### src/rtl/jogo_memoria_param.sv
// Memory game: the player repeats a growing one-hot sequence (ROM or player-extended) against a per-play timeout.
// One play is evaluated 3 cycles after its button edge; there is no backpressure, and presses outside the wait states are ignored.
module jogo_memoria_param #(
  parameter int N_BOTOES     = 4,
  parameter int PROFUNDIDADE = 16,
  parameter int TIMEOUT      = 3000
) (
  input  logic                            clock,
  input  logic                            reset,
  input  logic                            jogar,
  input  logic                            modo,
  input  logic [N_BOTOES-1:0]             botoes,
  output logic [N_BOTOES-1:0]             leds,
  output logic                            pronto,
  output logic                            ganhou,
  output logic                            perdeu,
  output logic [3:0]                      db_estado,
  output logic [$clog2(PROFUNDIDADE)-1:0] db_rodada,
  output logic [$clog2(PROFUNDIDADE)-1:0] db_jogada,
  output logic                            db_timeout
);

  localparam int RW = $clog2(PROFUNDIDADE);
  localparam int TW = $clog2(TIMEOUT + 1);

  typedef enum logic [3:0] {
    INICIAL        = 4'h0,
    PREPARACAO     = 4'h1,
    ESPERA_JOGADA  = 4'h2,
    REGISTRA       = 4'h3,
    COMPARA        = 4'h4,
    PROXIMA_JOGADA = 4'h5,
    FIM_RODADA     = 4'h6,
    ESPERA_NOVA    = 4'h7,
    GRAVA          = 4'h8,
    PROXIMA_RODADA = 4'h9,
    GANHOU         = 4'hA,
    PERDEU         = 4'hE
  } estado_t;

  estado_t             estado;
  logic [RW-1:0]       rodada;
  logic [RW-1:0]       jogada;
  logic [TW-1:0]       tempo;
  logic                botoes_or_q;
  logic                modo_q;
  logic [N_BOTOES-1:0] memoria [PROFUNDIDADE];

  logic                jogada_det;
  logic                espera;
  logic                estourou;
  logic [N_BOTOES-1:0] esperado;

  function automatic logic [N_BOTOES-1:0] rom(input logic [RW-1:0] k);
    logic [N_BOTOES-1:0] v;
    v = '0;
    for (int i = 0; i < N_BOTOES; i++) v[i] = ((int'(k) % N_BOTOES) == i);
    return v;
  endfunction

  function automatic logic one_hot(input logic [N_BOTOES-1:0] x);
    return (x != '0) && ((x & (x - 1'b1)) == '0);
  endfunction

  // A play is the rising edge of "any button pressed"; holding keys yields one play.
  assign jogada_det = (|botoes) & ~botoes_or_q;
  assign espera     = (estado == ESPERA_JOGADA) || (estado == ESPERA_NOVA);
  assign estourou   = espera && !jogada_det && (tempo == TW'(TIMEOUT - 1));
  assign esperado   = modo_q ? memoria[jogada] : rom(jogada);

  always_ff @(posedge clock or posedge reset) begin
    if (reset) begin
      estado      <= INICIAL;
      rodada      <= '0;
      jogada      <= '0;
      leds        <= '0;
      tempo       <= '0;
      botoes_or_q <= 1'b0;
      modo_q      <= 1'b0;
    end else begin
      botoes_or_q <= |botoes;
      // Every entry into a wait state comes from a non-wait state, so this clears on entry.
      tempo       <= espera ? tempo + 1'b1 : '0;
      case (estado)
        INICIAL: if (jogar) estado <= PREPARACAO;
        PREPARACAO: begin
          rodada <= '0;
          jogada <= '0;
          leds   <= '0;
          modo_q <= modo;
          estado <= ESPERA_JOGADA;
        end
        ESPERA_JOGADA: begin
          if (jogada_det)    estado <= REGISTRA;
          else if (estourou) estado <= PERDEU;
        end
        REGISTRA: begin
          leds   <= botoes;
          estado <= COMPARA;
        end
        COMPARA: begin
          if (!(one_hot(leds) && leds == esperado)) estado <= PERDEU;
          else if (jogada < rodada)                 estado <= PROXIMA_JOGADA;
          else                                      estado <= FIM_RODADA;
        end
        PROXIMA_JOGADA: begin
          jogada <= jogada + 1'b1;
          estado <= ESPERA_JOGADA;
        end
        FIM_RODADA: begin
          if (rodada == RW'(PROFUNDIDADE - 1)) estado <= GANHOU;
          else if (modo_q)                     estado <= ESPERA_NOVA;
          else                                 estado <= PROXIMA_RODADA;
        end
        ESPERA_NOVA: begin
          if (jogada_det) begin
            leds   <= botoes;
            estado <= one_hot(botoes) ? GRAVA : PERDEU;
          end else if (estourou) begin
            estado <= PERDEU;
          end
        end
        GRAVA: estado <= PROXIMA_RODADA;
        PROXIMA_RODADA: begin
          rodada <= rodada + 1'b1;
          jogada <= '0;
          estado <= ESPERA_JOGADA;
        end
        GANHOU, PERDEU: if (jogar) estado <= PREPARACAO;
        default: estado <= INICIAL;
      endcase
    end
  end

  // Sequence storage carries no reset; it is reloaded at the start of every game.
  always_ff @(posedge clock) begin
    if (estado == PREPARACAO && modo) memoria[0] <= rom('0);
    else if (estado == GRAVA)         memoria[rodada + 1'b1] <= leds;
  end

  assign ganhou     = (estado == GANHOU);
  assign perdeu     = (estado == PERDEU);
  assign pronto     = ganhou | perdeu;
  assign db_estado  = estado;
  assign db_rodada  = rodada;
  assign db_jogada  = jogada;
  assign db_timeout = estourou;

endmodule

### config.mk
export PLATFORM = sky130hd
export DESIGN_NAME = jogo_memoria_param
export DESIGN_NICKNAME = d
export VERILOG_FILES = /design/src/rtl/jogo_memoria_param.sv
export SDC_FILE = /design/constraint.sdc
export NUM_CORES = 1
export LEC_CHECK = 0
export CAP_MARGIN = 30
export CORE_MARGIN = 1.5
export CORE_UTILIZATION = 59
export DETAILED_ROUTE_END_ITERATION = 16
export PLACE_DENSITY = 0.79
export SLEW_MARGIN = 20
export SYNTH_ARGS = -nofsm -noshare
export SYNTH_HDL_FRONTEND = slang
export SYNTH_SLANG_ARGS = --single-unit
### constraint.sdc
create_clock -name clock -period 2.8 [get_ports clock]
set_input_delay 0.28 -clock clock [delete_from_list [all_inputs] [get_ports clock]]
set_output_delay 0.28 -clock clock [all_outputs]
set_load 0.01 [all_outputs]
Yosys cells after proc, flatten, opt, wreduce, memory -nomap -nowiden
Memories as Yosys holds them, arrays and structs flattened.
Cells that the tools add are included.
W data, S select, Z words.
{"block": "op_classes", "magnitude_cmp": 1, "n_mux": 24, "reduce_logical": 23, "n_eq_ne": 19, "bitwise": 5, "add_sub_neg": 5}
{"cell": "$mux W4", "n": 11}
{"cell": "$logic_not A32 Y1", "n": 1}
{"cell": "$pmux W4 S8", "n": 1}
{"cell": "$eq A4 B4 Y1 const B", "n": 5}
{"cell": "$eq A4 B3 Y1 const B", "n": 4}
{"cell": "$pmux W4 S2", "n": 2}
{"cell": "$add A12 B1 Y12 const B", "n": 1}
{"cell": "$eq A12 B12 Y1 const B", "n": 1}
{"cell": "$logic_not A4 Y1", "n": 3}
{"cell": "$mux W12", "n": 1}
{"cell": "$pmux W4 S3", "n": 1}
{"cell": "$add A4 B1 Y4 const B", "n": 2}
{"cell": "$and A4 B4 Y4", "n": 2}
{"cell": "$eq A4 B2 Y1 const B", "n": 2}
{"cell": "$reduce_bool A4 Y1", "n": 2}
{"cell": "$reduce_or A4 Y1", "n": 2}
{"cell": "$sub A4 B1 Y4 const B", "n": 2}
{"cell": "$logic_and A1 B1 Y1", "n": 6}
{"cell": "$mux W1", "n": 6}
{"cell": "$reduce_or A3 Y1", "n": 2}
{"cell": "$eq A2 B2 Y1 const B", "n": 2}
{"cell": "$eq A4 B1 Y1 const B", "n": 1}
{"cell": "$eq A4 B4 Y1", "n": 1}
{"cell": "$lt A4 B4 Y1", "n": 1}
{"cell": "14 further kinds", "n": 15}
{"block": "word_totals", "out_inout_bits": 20, "in_bits": 8, "reg_bits": 30, "mem_count": 1, "ram_bits": 64}
{"memory": "memoria", "depth": 16, "width": 4, "rd": 1, "rd_ports_with_merged_regs": 0, "write_ports": 1, "line": "47", "text": "logic [N_BOTOES-1:0] memoria [PROFUNDIDADE];"}

Depth between registers and ports, before layout
{"block": "logic_depth", "word_depth": 8, "ltp_mapped": 9, "depth_no_buf": 8}

Worst setup path after synthesis
No wires, ideal clock.
{"block": "synth_path", "path_kind": "register -> register", "from": "register jogada[1], in the netlist db_jogada[1]", "to": "register estado[3], in the netlist db_estado[3]", "required_time_ns": 2.674, "arrival_ns": 2.158, "period_less_slack_ns": 2.284, "setup_time_ns": 0.126, "path_slack_ns": 0.516, "path_buffers": 1, "path_stages_with_launch": 10, "cell_sequence": "dfrtp_1 > buf_6 > inv_1 > ha_1 > xor2_1 > nor3_1 > o221ai_1 > nor4_2 > o21ai_2 > a221o_1"}
{"block": "synth_via", "elab_chain_len": 6, "elab_cells_between_ends": 10}
{"item": "start: declaration", "line": "43", "text": "logic [RW-1:0] jogada;"}
{"item": "start signal: assignment", "line": "107", "text": "jogada <= jogada + 1'b1;"}
{"item": "$mem_v2 Z16 W4 (tied with other cells)"}
{"item": "$mux W4 *", "line": "69", "text": "assign esperado = modo_q ? memoria[jogada] : rom(jogada);"}
{"item": "$eq A4 B4 Y1 *", "line": "102", "text": "if (!(one_hot(leds) && leds == esperado)) estado <= PERDEU;"}
{"item": "$logic_and A1 B1 Y1 *", "line": "102"}
{"item": "$mux W4 *", "line": "102"}
{"item": "$pmux W4 S8 *", "line": "84", "text": "case (estado)"}
{"item": "end signal: assignment", "line": "118", "text": "estado <= one_hot(botoes) ? GRAVA : PERDEU;"}
{"item": "end: declaration", "line": "41", "text": "estado_t estado;"}
Mark *: on every way between the ends. The rest lies on a longest branch, timed or not.
A chain may end at the register's enable or synchronous reset.

Worst setup path in the final report
{"block": "layout_path", "from": "register estado[0], in the netlist db_estado[0]", "to": "output db_timeout"}
{"block": "layout_via", "elab_chain_len": 4, "elab_cells_between_ends": 5}
{"item": "$eq A4 B2 Y1 / $eq A4 B3 Y1 (equally long branches)", "line": "67", "text": "assign espera = (estado == ESPERA_JOGADA) || (estado == ESPERA_NOVA);"}
{"item": "$logic_or A1 B1 Y1 *", "line": "67"}
{"item": "$logic_and A1 B1 Y1 * (2 in series)", "line": "68", "text": "assign estourou = espera && !jogada_det && (tempo == TW'(TIMEOUT - 1));"}
{"item": "end: declaration", "line": "20", "text": "output logic db_timeout"}
Marks and branches as above.

==> results_dict.tcl <==
set metrics [dict create \
    combPwrFrac_pct 32.2 \
    place_congestion 0.937 \
    postRouteAntennaNets 0 \
    syn_to_final_growth_pct 13.3 \
    power_leakage_uw 0.00190 \
    route.detailed.drc 0 \
    grt_first_pass_wirelength_um 16200 \
    relSlewSlack_pct 58.2 \
    place_area_um2 5090 \
    power_frac_clock_pct 22.9 \
    synth_mux_area_share_pct 8.09 \
    via_per_inst 6.10 \
    maxCapViolCount 0 \
    synth-edff-count 64 \
    grt_max_degree 31 \
    drt_iter0_markers 237 \
    synthesis.area_um2 4670 \
    report.final.slew_viol_count 0 \
    fin_crit_sh_pct 93.4 \
    tightest_slew_ns 0.627 \
    port_buffers 27 \
    first_pass_iters 5 \
    routedWlPerCell_um 18.6 \
    start_kind "flop" \
    die_area_um2 8460 \
    antenna_found_initial 0 \
    finClkSkew_ns 0.0106 \
    tns_ns 0 \
    yosysSeqAreaShare_pct 57.2 \
    syn_inst 395 \
    cts.clk_slew.worst_paths_ns 0.10 \
    arrival_ns 2.34 \
    syn_nets 412 \
    internal_power_uw 2620 \
    grt_pass1_vias 3201 \
    fp.dieH_um 92.0 \
    ir_drop_v 0.000391 \
    p_per_area_nw_per_um2 768 \
    syn_avg_cell_area_um2 11.8 \
    min_period_ns 2.62 \
    min_path_type "input pin to async pin" \
    synth_compound_area_share_pct 9.67 \
    ys_types 64 \
    die_x_um 92.0 \
    hold_viol_final 0 \
    cts_buffer_depth 2 \
    clock-sinks 94 \
    numCtsBuffers 9 \
    grtUsageTotal_pct 25.5 \
    crit_path_max_fanout 19 \
    power_switching_uw 1440 \
    fillers 561 \
    pwr-share-seq_pct 44.9 \
    cts_setup_buffers 0 \
    final_util_pct 68.8 \
    synth_top_family_by_area "simple AND/OR/NAND/NOR gates" \
    seq_area_um2 2670 \
    clock.fmax_ghz 0.382 \
    yosys.area_share.simple_pct 15.5 \
    setup_violations 0 \
    dp_slack_ns 0.274 \
    r2r_slack_ns 0.21 \
    dr_total_vias 3269 \
    synthXorXnorAreaFrac_pct 3.56 \
    fin_area_um2 5290 \
    drive_above_1_share_pct 10.8 \
    wl_um 9970 \
    floorplan.initialDensity_pct 60.7 \
    synth-async-reset-ratio_pct 31.9 \
    ys.flop_type "edfxtp_1" \
    grt-ovfl-total 0 \
    crit_path_start "db_estado[0]" \
    htree_levels 3 \
    rows 32 \
    rsz0062_at_grt "no" \
    nNetsFinal 446 \
    critPathCaptureType "output port" \
    clock_latency_ns 0.36 \
    yosysWarnings 0 \
    reg2reg_from "db_rodada[0]" \
    fin_hold_ws_ns 0.296 \
    yosysTopAreaCell "edfxtp_1" \
    cts.repair.resized 0 \
    clockRootBuffer "clkbuf_8" \
    num_io_pins 28 \
    status "completed" \
    swShare_pct 35.4 \
    core_um2 7690 \
    synth_top_area_share_pct 41.2 \
    multi_input_area_um2 1840 \
    path_class "flop to output port" \
    cts_tree "built" \
    synth-seq-cells 94 \
    worst_slack_ns 0.183 \
    worstPathRequired_ns 2.52 \
    synth_fa_ha_area_share_pct 2.63 \
    ctsHoldBuffers 0 \
    antenna_cells 0 \
    synth_area_leaders "edfxtp_1, dfrtp_1, nand2_1" \
    dpl.hpwl_um 7100 \
]
==> layer usage <==
layer  global-route usage, %  part of all wire (%)  vias up
li1                        -                     -     1524
met1                    34.7                    43     1598
met2                    40.4                    48      128
met3                    4.48                   6.0       19
met4                    11.4                   2.5        0
met5                       0                     0        -
==> state kept, by name, indices dropped and copies added, names as in the netlist <==
| name | flops |
|---|---|
| modo_q | 1 |
| botoes_or_q | 1 |
| db_estado | 4 |
| db_jogada | 4 |
| tempo | 12 |
| db_rodada | 4 |
| leds | 4 |
| memoria | 64 |
==> placed cells by master, fill, tap and decap left out, drive strengths merged, types with 9 or more instances in the layout <==
master | Yosys | routed
a21oi | 11 | 11
buf | 10 | 16
clkbuf | 10 | 9
clkdlybuf4s50 | 0 | 27
dfrtp | 30 | 30
edfxtp | 64 | 64
ha | 9 | 9
inv | 11 | 14
mux2i | 13 | 13
mux4 | 9 | 9
nand2 | 46 | 46
nand3 | 10 | 10
nor2 | 45 | 45
nor3 | 10 | 10
o21ai | 22 | 22
xnor2 | 10 | 10
xor2 | 9 | 9
==> through the flow <==
| step | total power [uW] | cells |
|---|---|---|
| final | 4060 | 536 |
| after global routing | 4280 | 536 |
| after CTS | 4060 | 536 |
| after detailed placement | 3140 | 520 |
| after global placement | 3110 | 520 |
| after floorplan | 2660 | 395 |
==> kinds of logic (layout without fill, tap and decap cells) <==
group | count (synthesis) | in the layout
AOI/OAI and AO/OA | 65 | 65
muxes | 25 | 25
and+or+nand+nor | 151 | 151
xor gates and xnor gates | 19 | 19
DFF | 94 | 94
adders and majority gates | 10 | 10
buffers and inverters | 31 | 70
==> power by group through the flow <==
| stage | registers [uW] | clock network, uW | logic [uW] |
|---|---|---|---|
| 2_1_floorplan | 1750 | 0 | 907 |
| 3_3_place_gp | 1840 | 0 | 1260 |
| 3_5_place_dp | 1850 | 0 | 1290 |
| 4_1_cts | 1820 | 939 | 1300 |
| 5_1_grt | 1850 | 993 | 1440 |
| 6_report | 1820 | 932 | 1310 |
==> Yosys cell counts (all sizes together) (3+ instances only) <==
library cell and instances:
mux2 3, a21oi 11, nand2 46, nor4 3, clkbuf 10, mux2i 13, nor2 45, a211oi 3
mux4 9, and3 7, nand3 10, nor2b 5, nor3 10, or3 5, nand2b 4, xor2 9
a2111oi 3, ha 9, xnor2 10, a22o 5, dfrtp 30, inv 11, buf 10, edfxtp 64
o22ai 3, o21ai 22
==> critical path, cell delays in order, from the launching register on <==
cell and delay (ns):
dfrtp_1 0.59, or2_2 0.41, nand2_1 0.09, nand2_1 0.07
and4b_1 0.28, clkdlybuf4s50_1 0.54
==> final timing paths <==
check / end / cells past startpoint
min in group clock: tempo[0] / 1
hold reg to reg: tempo[0] / 1
setup reg to reg: memoria[0][0] / 5
setup / recovery: db_timeout / 5
max in group asynchronous: modo_q / 3
hold / removal: db_estado[1] / 3
==> cell type report <==
| cell class | count | area share [%] |
|---|---|---|
| sequential | 94 | 50.5 |
| multi-input combinational | 270 | 34.8 |
| timing repair buffer | 43 | 7.61 |
| tap | 102 | 2.41 |
| clock buffer | 9 | 2.34 |
| clock inverter | 7 | 1.54 |
| inverter | 11 | 0.780 |
Note: power is estimated with default switching activity, not from simulation.
